==> config.mk <==
export PLATFORM = sky130hd
export DESIGN_NAME = branch_resolver
export DESIGN_NICKNAME = d
export VERILOG_FILES = /design/src/rtl/branch_resolver.sv
export SDC_FILE = /design/constraint.sdc
export NUM_CORES = 1
export LEC_CHECK = 0
export ABC_AREA = 1
export CAP_MARGIN = 0
export CORE_UTILIZATION = 30
export CTS_BUF_LIST = sky130_fd_sc_hd__clkbuf_4 sky130_fd_sc_hd__clkbuf_8 sky130_fd_sc_hd__clkbuf_16
export DETAILED_ROUTE_END_ITERATION = 8
export GPL_TIMING_DRIVEN = 0
export HOLD_SLACK_MARGIN = 0.02
export PLACE_DENSITY = 0.8
export SLEW_MARGIN = 5
export SYNTH_ARGS = -nofsm -noshare
export SYNTH_HDL_FRONTEND = slang
export SYNTH_SLANG_ARGS = --single-unit
==> constraint.sdc <==
create_clock -name clk -period 1.3 [get_ports clk]
set_input_delay 0.13 -clock clk [delete_from_list [all_inputs] [get_ports clk]]
set_output_delay 0.13 -clock clk [all_outputs]
set_load 0.01 [all_outputs]
==> src/rtl/branch_resolver.sv <==
// -----------------------------------------------------------------------------
// branch_resolver
//   Registered branch-condition unit for the ID-stage branch path. It evaluates
//   a MIPS branch condition on two forwarded operands. The one-bit taken
//   decision is returned through a single-entry valid/ready response buffer.
//   The unit also supports flush, flags illegal conditions, and keeps
//   saturating branch statistics.
//
// Configuration macro:
//   BR_STATS_EN  defined   -> br_cnt / tk_cnt saturating counters are built
//                undefined -> no counter flops, br_cnt / tk_cnt read 0
//
// Ports:
//   clk        system clock, all state changes on posedge
//   reset      synchronous active-high reset (wins over everything)
//   flush      drops the buffered response and blocks new requests this cycle
//   req_valid  request present
//   req_ready  unit can accept a request this cycle (combinational)
//   cond       condition select: 0 BEQ, 1 BNE, 2 BLEZ, 3 BGTZ, 4 BLTZ,
//              5 BGEZ, 6 ALWAYS, 7 illegal
//   op_a       rs operand
//   op_b       rt operand (BEQ/BNE only)
//   rsp_valid  response held in the buffer
//   rsp_ready  consumer takes the response this cycle
//   rsp_taken  branch taken
//   rsp_err    cond was illegal
//   br_cnt     accepted requests
//   tk_cnt     accepted requests that resolved taken
// -----------------------------------------------------------------------------
module branch_resolver #(
  parameter int WIDTH = 32,
  parameter int CNT_W = 16
) (
  input  logic             clk,
  input  logic             reset,
  input  logic             flush,
  input  logic             req_valid,
  output logic             req_ready,
  input  logic [2:0]       cond,
  input  logic [WIDTH-1:0] op_a,
  input  logic [WIDTH-1:0] op_b,
  output logic             rsp_valid,
  input  logic             rsp_ready,
  output logic             rsp_taken,
  output logic             rsp_err,
  output logic [CNT_W-1:0] br_cnt,
  output logic [CNT_W-1:0] tk_cnt
);

  logic rsp_valid_reg;
  logic rsp_taken_reg;
  logic rsp_err_reg;
  logic accept;
  logic taken_next;
  logic err_next;
  logic a_neg;
  logic a_zero;

  // The buffer can be refilled in the same cycle its content is consumed.
  // This gives one result per cycle with no bubble.
  assign req_ready = !flush && (!rsp_valid_reg || rsp_ready);
  assign accept    = req_valid && req_ready;

  // The sign bit and a zero test are enough for every compare-against-zero
  // condition. The most negative value has its sign bit set, so it counts as <0.
  assign a_neg  = op_a[WIDTH-1];
  assign a_zero = (op_a == '0);

  always_comb begin
    taken_next = 1'b0;
    err_next   = 1'b0;
    case (cond)
      3'b000:  taken_next = (op_a == op_b);
      3'b001:  taken_next = (op_a != op_b);
      3'b010:  taken_next = a_neg || a_zero;
      3'b011:  taken_next = !a_neg && !a_zero;
      3'b100:  taken_next = a_neg;
      3'b101:  taken_next = !a_neg;
      3'b110:  taken_next = 1'b1;
      default: err_next   = 1'b1;
    endcase
  end

  // Response buffer. Flush has priority over accept and over rsp_ready.
  // taken/err are only written on accept. They therefore hold while the
  // buffer is empty.
  always_ff @(posedge clk) begin
    if (reset) begin
      rsp_valid_reg <= 1'b0;
      rsp_taken_reg <= 1'b0;
      rsp_err_reg   <= 1'b0;
    end else if (flush) begin
      rsp_valid_reg <= 1'b0;
    end else if (accept) begin
      rsp_valid_reg <= 1'b1;
      rsp_taken_reg <= taken_next;
      rsp_err_reg   <= err_next;
    end else if (rsp_ready) begin
      rsp_valid_reg <= 1'b0;
    end
  end

  assign rsp_valid = rsp_valid_reg;
  assign rsp_taken = rsp_taken_reg;
  assign rsp_err   = rsp_err_reg;

`ifdef BR_STATS_EN
  localparam logic [CNT_W-1:0] CNT_ONE = CNT_W'(1);
  localparam logic [CNT_W-1:0] CNT_MAX = '1;

  logic [CNT_W-1:0] br_cnt_reg;
  logic [CNT_W-1:0] tk_cnt_reg;

  // Counters depend only on accepts. Flush and backpressure do not affect them.
  // An illegal cond has taken_next=0, so it lands in br_cnt only.
  always_ff @(posedge clk) begin
    if (reset) begin
      br_cnt_reg <= '0;
      tk_cnt_reg <= '0;
    end else if (accept) begin
      if (br_cnt_reg != CNT_MAX) begin
        br_cnt_reg <= br_cnt_reg + CNT_ONE;
      end
      if (taken_next && (tk_cnt_reg != CNT_MAX)) begin
        tk_cnt_reg <= tk_cnt_reg + CNT_ONE;
      end
    end
  end

  assign br_cnt = br_cnt_reg;
  assign tk_cnt = tk_cnt_reg;
`else
  assign br_cnt = '0;
  assign tk_cnt = '0;
`endif

endmodule

==> results_dict.tcl <==
set metrics [dict create \
    drt_pass1_iterations 4 \
    cts_max_level 1 \
    postLayoutCellArea_sq_um 2070 \
    clkLatencyLatePin_ns 0.23 \
    path_max_fanout 2 \
    start_util_pct 31.6 \
    vias 1344 \
    path_depth 1 \
    p_comb_share_pct 64.1 \
    ys_seq_area_share_pct 5.60 \
    rows 21 \
    clk_pin_slew_worst_paths_ns 0.04 \
    min_period_over_period_pct 94.0 \
    met1_usage_pct 13.3 \
    power_leakage_nw 1.32 \
    endpoint_kind "primary output" \
    worstSetupPathType "reg -> out" \
    hold_depth 2 \
    die_w_um 61.8 \
    cts_sinks 3 \
    routed_wl_um 2830 \
    cts_tree "built" \
    timing.fmax_ghz 0.819 \
    clock_skew_ns 0.00340 \
    yosys-top-cells-area "nand2_1 23%, buf_4 22%, xnor2_1 19%, nor2_1 10%, inv_1 8.4%" \
    place_inst 348 \
    yosysTopAreaCell "nand2_1" \
    die_area_sq_um 3820 \
    place.detailed.hpwl_um 2470 \
    final_cell_mix "66 x nand2_1, 35 x dlygate4sd2_1, 32 x buf_4, 32 x conb_1, 29 x dlymetal6s2s_1" \
    synth_seq_cells 3 \
    routed_via_density 3.82 \
    drtIter0Drc 22 \
    slowest_stage "clkdlybuf4s50_1" \
    setup_slack_ns 0.0783 \
    power_switching_mw 0.265 \
    grt_pass1_wl_um 3860 \
    irDropWorstVdd_v 0.000122 \
    cp_data_arrival_time_ns 1.09 \
    area_growth_pct 92.9 \
    syn_area_sq_um 1070 \
    gp_congestion 0.769 \
    powerDensity_nw_per_um2 386 \
    final_common_cell "nand2_1" \
    cap_violations 0 \
    cts.path.max_buffers 2 \
    hold_path.class "reg -> reg" \
    reg2reg_depth 5 \
    drv_slew 0 \
    dpl_cell_area_sq_um 2000 \
    outcome "completed" \
    ys_types 16 \
    finalNetCount 379 \
    pre_cts_ws_ns -0.281 \
    fin_crit_ns 1.22 \
    root_buffer "clkbuf_4" \
    crit_chain "clkdlybuf4s50_1" \
    drc 0 \
    finalHoldViolations 0 \
    grt_most_used_layer "met2" \
    drive_above_1_share_pct 14.7 \
    swShare_pct 33.2 \
    setup_viol 0 \
    layoutNonFillerInstCount 352 \
    wl_per_cell_um 8.03 \
    core_area_sq_um 3390 \
    p_clk_share_pct 23.4 \
    p_total_mw 0.799 \
    path_buf_inv 1 \
    cpPeakStageDelay_ns 0.53 \
    io_buffers 75 \
    die_y_um 61.8 \
    diodes 0 \
    internal_power_mw 0.533 \
    async_flop_share_pct 0 \
    startpoint_type "flip-flop" \
    path_delay_family "buffers and inverters" \
    synth_top_area_share_pct 23.1 \
    synth.avg_cell_area_sq_um 5.47 \
    postCtsSetupRepairBufs 0 \
    pwr-share-seq_pct 12.5 \
    synth_edf_count 0 \
    rsz0062_at_grt "false" \
    cp.required_ns 1.17 \
    met2_usage_pct 26.9 \
    cts_buffers 3 \
    grt-ovfl-total 0 \
    first_global_vias 1079 \
    ant_nets 0 \
    antenna_found_initial 0 \
    synth_ff_type "dfxtp_1" \
    use_met3_pct 1.86 \
    ios 108 \
    grt_max_degree 7 \
    grt_usage_pct 13.4 \
    ys_warn_count 0 \
    finalSetupTns_ns 0 \
    syn_inst 196 \
]
-- through the flow --
| step | hold slack (ns) | utilization, % |
|---|---|---|
| floorplan | 0.192 | - |
| global placement | 0.449 | 58.9 |
| detailed placement | 0.448 | 58.9 |
| CTS | 0.454 | 58.5 |
| global route | 0.477 | 61.0 |
| finish | 0.453 | 61.0 |
-- Yosys cell counts, types with 2 or more instances --
cell	instances
nand3_1	6
inv_1	24
buf_4	32
nor2_1	29
nand2_1	66
dfxtp_1	3
nor3_1	2
xnor2_1	23
a21oi_1	2
nor2_2	3
-- per-layer routing --
metal | wire length (um) | part of all wire [%]
met5 | 0 | 0
met2 | 1490 | 53
met3 | 200 | 7.1
met1 | 1080 | 38
met4 | 59 | 2.1
-- power groups by stage --
stage	logic (mW)	registers [mW]	clock network [mW]
final	0.512	0.100	0.187
after global routing	0.574	0.100	0.206
after CTS	0.519	0.100	0.198
after detailed placement	0.557	0.101	0
after global placement	0.551	0.101	0
after floorplan	0.272	0.104	0
-- timing repair --
action                     4_1_cts  5_1_grt
pin swaps                       25       32
hold buffers                     0        0
resized for setup               37       32
setup endpoints to repair        2        3
-- path summary, 6_finish.rpt --
kind	start	to	slack, ns
worst max-delay path	rsp_err$_SDFFE_PP0P_	rsp_err	0.08
worst min register to register	rsp_err$_SDFFE_PP0P_	rsp_err$_SDFFE_PP0P_	0.45
worst min-delay path	rsp_err$_SDFFE_PP0P_	rsp_err$_SDFFE_PP0P_	0.45
worst max register to register	rsp_valid$_SDFFE_PP0P_	rsp_taken$_SDFFE_PP0P_	0.24
-- layout make-up --
cell class / instances / area [sq um]
Inverter: 24 / 90.1
Clock buffer: 4 / 30.0
Tap cell: 46 / 57.6
Sequential cell: 3 / 60.1
Fill cell: 348 / 1320
Multi-Input combinational cell: 168 / 811
Buffer: 32 / 240
Timing Repair Buffer: 75 / 779
-- cells by family after synthesis --
family,after synthesis,synth area share (%)
other,1,0.350
and+or+nand+nor,106,38.7
AOI/OAI and AO/OA,7,5.72
buffers and inverters,56,30.8
DFF,3,5.60
xor gates and xnor gates,23,18.8
No activity file was read; power rests on OpenSTA's default activity.
